File: config.mk
export PLATFORM = sky130hd
export DESIGN_NAME = stream_capture_bram
export DESIGN_NICKNAME = d
export VERILOG_FILES = /design/src/rtl/stream_capture_pkg.sv /design/src/rtl/stream_capture_bram.sv
export SDC_FILE = /design/constraint.sdc
export NUM_CORES = 1
export LEC_CHECK = 0
export CORE_UTILIZATION = 47
export DETAILED_ROUTE_END_ITERATION = 10
export MAX_ROUTING_LAYER = met4
export PLACE_DENSITY = 0.88
export SKIP_LAST_GASP = 1
export SLEW_MARGIN = 30
export SYNTH_ARGS = -nofsm -noshare
export SYNTH_HDL_FRONTEND = slang
export SYNTH_SLANG_ARGS = --single-unit
File: constraint.sdc
create_clock -name clk -period 3.9 [get_ports clk]
set_clock_uncertainty 0.2 [all_clocks]
set_input_delay 0.39 -clock clk [delete_from_list [all_inputs] [get_ports clk]]
set_output_delay 0.39 -clock clk [all_outputs]
set_load 0.05 [all_outputs]
File: src/rtl/stream_capture_pkg.sv
// Shared types and constants for the stream capture block: FSM states,
// trigger-mode codes and the registered state bundle.
package stream_capture_pkg;

  typedef enum logic [1:0] {
    IDLE    = 2'd0,
    ARMED   = 2'd1,
    CAPTURE = 2'd2,
    DONE    = 2'd3
  } cap_state_t;

  localparam logic [1:0] TRIG_IMMEDIATE = 2'd0;
  localparam logic [1:0] TRIG_ORBIT     = 2'd1;
  localparam logic [1:0] TRIG_MATCH     = 2'd2;

  typedef struct packed {
    cap_state_t  state;
    logic [15:0] count;
    logic [16:0] len;
    logic        we;
    logic [31:0] din;
    logic        orbitQ;
  } cap_regs_t;

  localparam cap_regs_t CAP_RESET = '{
    state:  IDLE,
    count:  16'd0,
    len:    17'd0,
    we:     1'b0,
    din:    32'd0,
    orbitQ: 1'b0
  };

  // Zero or an over-long request both mean "fill the whole buffer".
  function automatic logic [16:0] effLen(input logic [15:0] reqLen,
                                         input logic [16:0] depth);
    if ((reqLen == 16'd0) || ({1'b0, reqLen} > depth)) begin
      return depth;
    end
    return {1'b0, reqLen};
  endfunction

endpackage

File: src/rtl/stream_capture_bram.sv
// Captures a programmable number of 32-bit stream words into a BRAM port,
// starting on an immediate, orbit-sync edge or masked data-match trigger.
module stream_capture_bram
  import stream_capture_pkg::*;
#(
  parameter int MEM_DEPTH = 2048,
  parameter int ADDR_W    = $clog2(MEM_DEPTH)
) (
  input  logic        clk,
  input  logic        areset,
  input  logic [31:0] data_stream_TDATA,
  input  logic        data_stream_TVALID,
  output logic        data_stream_TREADY,
  input  logic        fc_orbitSync,
  input  logic        arm,
  input  logic        abort,
  input  logic [1:0]  trig_mode,
  input  logic [31:0] match_value,
  input  logic [31:0] match_mask,
  input  logic [15:0] capture_len,
  output logic        bram_CLK,
  output logic        bram_RST,
  output logic        bram_EN,
  output logic [3:0]  bram_WE,
  output logic [31:0] bram_ADDR,
  output logic [31:0] bram_DIN,
  output logic        busy,
  output logic        done,
  output logic [15:0] words_captured
);

  localparam logic [16:0] DEPTH17 = 17'(MEM_DEPTH);

  cap_regs_t         r_cur;
  cap_regs_t         w_nxt;
  logic [ADDR_W-1:0] r_addr;
  logic [ADDR_W-1:0] w_addrNxt;
  logic              w_accept;
  logic              w_edge;
  logic              w_match;
  logic              w_trigger;
  logic [15:0]       w_countInc;

  always_ff @(posedge clk or posedge areset) begin
    if (areset) begin
      r_cur  <= CAP_RESET;
      r_addr <= '0;
    end else begin
      r_cur  <= w_nxt;
      r_addr <= w_addrNxt;
    end
  end

  assign w_accept   = data_stream_TVALID;
  assign w_edge     = fc_orbitSync & ~r_cur.orbitQ;
  assign w_match    = ((data_stream_TDATA ^ match_value) & match_mask) == 32'd0;
  assign w_countInc = r_cur.count + 16'd1;

  always_comb begin
    w_trigger = 1'b1;
    case (trig_mode)
      TRIG_ORBIT: w_trigger = w_edge;
      TRIG_MATCH: w_trigger = w_match;
      default:    w_trigger = 1'b1;
    endcase
  end

  // Write strobe is a one-cycle pulse; address/data hold between writes.
  always_comb begin
    w_nxt        = r_cur;
    w_nxt.we     = 1'b0;
    w_nxt.orbitQ = fc_orbitSync;
    w_addrNxt    = r_addr;
    if (abort) begin
      w_nxt.state = IDLE;
    end else begin
      case (r_cur.state)
        IDLE, DONE: begin
          if (arm) begin
            w_nxt.len   = effLen(capture_len, DEPTH17);
            w_nxt.count = 16'd0;
            w_nxt.state = ARMED;
          end
        end
        ARMED: begin
          if (w_accept && w_trigger) begin
            w_nxt.we    = 1'b1;
            w_nxt.din   = data_stream_TDATA;
            w_nxt.count = 16'd1;
            w_addrNxt   = '0;
            w_nxt.state = (r_cur.len == 17'd1) ? DONE : CAPTURE;
          end
        end
        CAPTURE: begin
          if (w_accept) begin
            w_nxt.we    = 1'b1;
            w_nxt.din   = data_stream_TDATA;
            w_nxt.count = w_countInc;
            w_addrNxt   = r_cur.count[ADDR_W-1:0];
            if ({1'b0, w_countInc} == r_cur.len) begin
              w_nxt.state = DONE;
            end
          end
        end
        default: w_nxt.state = IDLE;
      endcase
    end
  end

  assign data_stream_TREADY = 1'b1;
  assign bram_CLK           = clk;
  assign bram_RST           = areset;
  assign bram_EN            = r_cur.we;
  assign bram_WE            = {4{r_cur.we}};
  assign bram_ADDR          = 32'({r_addr, 2'b00});
  assign bram_DIN           = r_cur.din;
  assign busy               = (r_cur.state == ARMED) || (r_cur.state == CAPTURE);
  assign done               = (r_cur.state == DONE);
  assign words_captured     = r_cur.count;

endmodule

==> results of run 1 <==
worst max-delay path by stage:
stage                                     start      endpoint  slack [ns]
after floorplan                 match_value[21]   bram_DIN[0]        1.00
after global placement    data_stream_TDATA[21]  bram_DIN[21]        0.35
after detailed placement  data_stream_TDATA[21]   bram_DIN[5]        0.25
after CTS                                   clk      bram_CLK        0.44
after global routing          words_captured[4]     r_cur[68]        0.22
final                                       clk      bram_CLK        0.45
flip-flops by register name (all words and copies together), names as in the netlist:
name and flops:
bram_DIN 32, bram_EN 1, r_addr 11, r_cur 19, words_captured 16
area by class of cell:
| cell class | count | area, sq um | area share |
|---|---|---|---|
| Sequential cell | 79 | 1980 | 0.299 |
| Clock inverter | 5 | 50.0 | 0.00757 |
| Inverter | 13 | 53.8 | 0.00814 |
| Tap cell | 133 | 166 | 0.0252 |
| Multi-Input combinational cell | 329 | 2240 | 0.339 |
| Timing Repair Buffer | 193 | 1940 | 0.293 |
| Clock buffer | 14 | 179 | 0.0271 |
kinds of logic (layout without fill, tap and decap cells):
| logic type | Yosys count | after routing | synth area share |
|---|---|---|---|
| adder cells (fa/ha/maj) | 7 | 7 | 0.0174 |
| buffers and inverters | 115 | 225 | 0.153 |
| AO/OA/AOI/OAI | 126 | 126 | 0.207 |
| other | 2 | 22 | 0.00153 |
| flip-flops | 79 | 79 | 0.404 |
| AND/OR/NAND/NOR | 120 | 120 | 0.120 |
| XOR/XNOR | 53 | 53 | 0.0949 |
| multiplexers | 1 | 1 | 0.00205 |
power by group:
part           internal [mW]  leakage (nW)  switching (mW)
sequential             0.905          1.09          0.0694
combinational          0.436          1.55           0.759
clock                  0.371         0.121           0.342
total                   1.71          2.76            1.17
metal layers:
metal | share of wire | wire length (um)
met5 | 0 | 0
met4 | 0.019 | 264
met3 | 0.064 | 865
met2 | 0.48 | 6530
met1 | 0.43 | 5890
Yosys cell counts (10+ instances only):
library cell   n
nand2_1       45
o31ai_1       10
buf_4         76
o21ai_0       23
nand3_1       13
clkbuf_1      20
a22o_1        45
a22oi_1       10
nor2_1        16
xor2_1        40
xnor2_1       13
inv_1         13
dfrtp_1       79
worst max-delay path, delay by kind of cell:
| family | cells | cell delay, ns |
|---|---|---|
| buffers and inverters | 3 | 0.91 |
metrics by stage:
step	setup WS, ns	hold slack [ns]	instance area (sq um)	power, mW
detailed placement	0.249	0.270	6390	2.24
finish	0.447	0.183	6610	2.88
global route	0.218	0.204	6610	3.01
floorplan	1.00	0.221	4970	1.91
CTS	0.438	0.197	6610	2.90
global placement	0.349	0.262	6390	2.21
==> impl_metrics.toml, run 1 <==
[floorplan]
start_util = 0.494
dieHeight_um = 104
die_w_um = 104
core_area_sq_um = 9910
dieArea_sq_um = 10800
ios = 210
rows = 36

[route]
vias_per_cell = 5.52
first_pass_iters = 4
drc = 0
wirelength_um = 13500
vias = 4230
drt_iter0_drc = 252
postRouteAntennaNets = 0
wl_per_cell_um = 17.7

[pwr]
p_leak_nw = 2.76
vdd_drop_max_mv = 0.425
powerDensity_nw_per_um2 = 436

[timing]
worst_pin_slew_ns = 0.692
report.final.slew_viol_count = 0
setup_viol = 0
rsz0062_at_grt = "no"
slew-limit-headroom = 0.532
finalHoldViolCount = 0
fin_tns_setup_ns = 0

[cells_and_area]
layout_commonest_cell = "clkdlybuf4s50_1"
postLayoutCoreUtil = 0.667
fin_nets = 755
final_cells = 766
final_cell_mix = "clkdlybuf4s50_1, dfrtp_1, nand2_1, a22o_1, xor2_1"
layout-drive-gt1-share = 0.0585
area_growth_syn_to_layout_pct = 35.1
fill_cells = 791
antennaDiodeCount = 0

[synth]
ys_ff_latch = 79
syn_area_sq_um = 4890
yosysUniqueCellTypes = 50
ys_seq_area_frac = 0.404
synthFlopType = "dfrtp_1"
yosysTopAreaCellShare = 0.404
synthCells = 503
yosys.area.top_type = "dfrtp_1"
synth_edf_count = 0
syn_avg_cell_area_sq_um = 9.73
ys_async_sr_fraction = 1.00
synth_warnings = 0
synth_area_leaders = "dfrtp_1, buf_4, a22o_1"

[setup_path]
slowest_delay_ns = 0.69
worstPathCellList = "clkbuf_8 -> clkbuf_8 -> clkdlybuf4s50_1"
cpMostUsedCell = "clkbuf_8"
ff2ff_setup_slack_ns = 0.60
arrival_ns = 2.86
r2r_end = "r_cur[68]"
crit_required_ns = 3.31
reg2regPathDepth = 8
start_kind = "clock port"
crit_path_end_kind = "output pin"
slowest_stage = "clkdlybuf4s50_1"
crit_fanout = 2
r2r_start = "words_captured[5]"
crit_type = "clock port to output pin"

[clock_network]
cts_tree = "yes"
cts.repair.resized = 0
clock_latency_ns = 0.45
clk_pin_slew_ns = 0.08
postCtsSetupBuffers = 0
cts_hold_buf = 0

[global_route]
grt_max_degree = 67
grt-ovfl-total = 0
grt_util_met3 = 0.0620
met2_usage = 0.422
track_usage = 0.263
antenna_found_initial = 0
grt_pass1_wl_um = 21500
grt_util_met1 = 0.325
grt_pass1_vias = 4112
grt-busiest-layer = "met2"

[placement]
gp_congestion = 0.910
dp_hpwl_um = 10600
io_buffers = 187
dp_cells = 748

[worst_hold_path]
hold_class = "input pin to async pin"

[run]
cap_violations = 0

[run_status]
status = "complete, no violations"
(Power assumes the default switching activity.)
==> inputs of run 2 (changes only) <==
--- a/config.mk
+++ b/config.mk
@@ -5,6 +5,7 @@
 export SDC_FILE = /design/constraint.sdc
 export NUM_CORES = 1
 export LEC_CHECK = 0
+export ABC_CLOCK_PERIOD_IN_PS = 3900
 export CORE_UTILIZATION = 47
 export DETAILED_ROUTE_END_ITERATION = 10
 export MAX_ROUTING_LAYER = met4
==> results of run 2 <==
The final DEF is identical to that of run 1; final timing and power are the same.
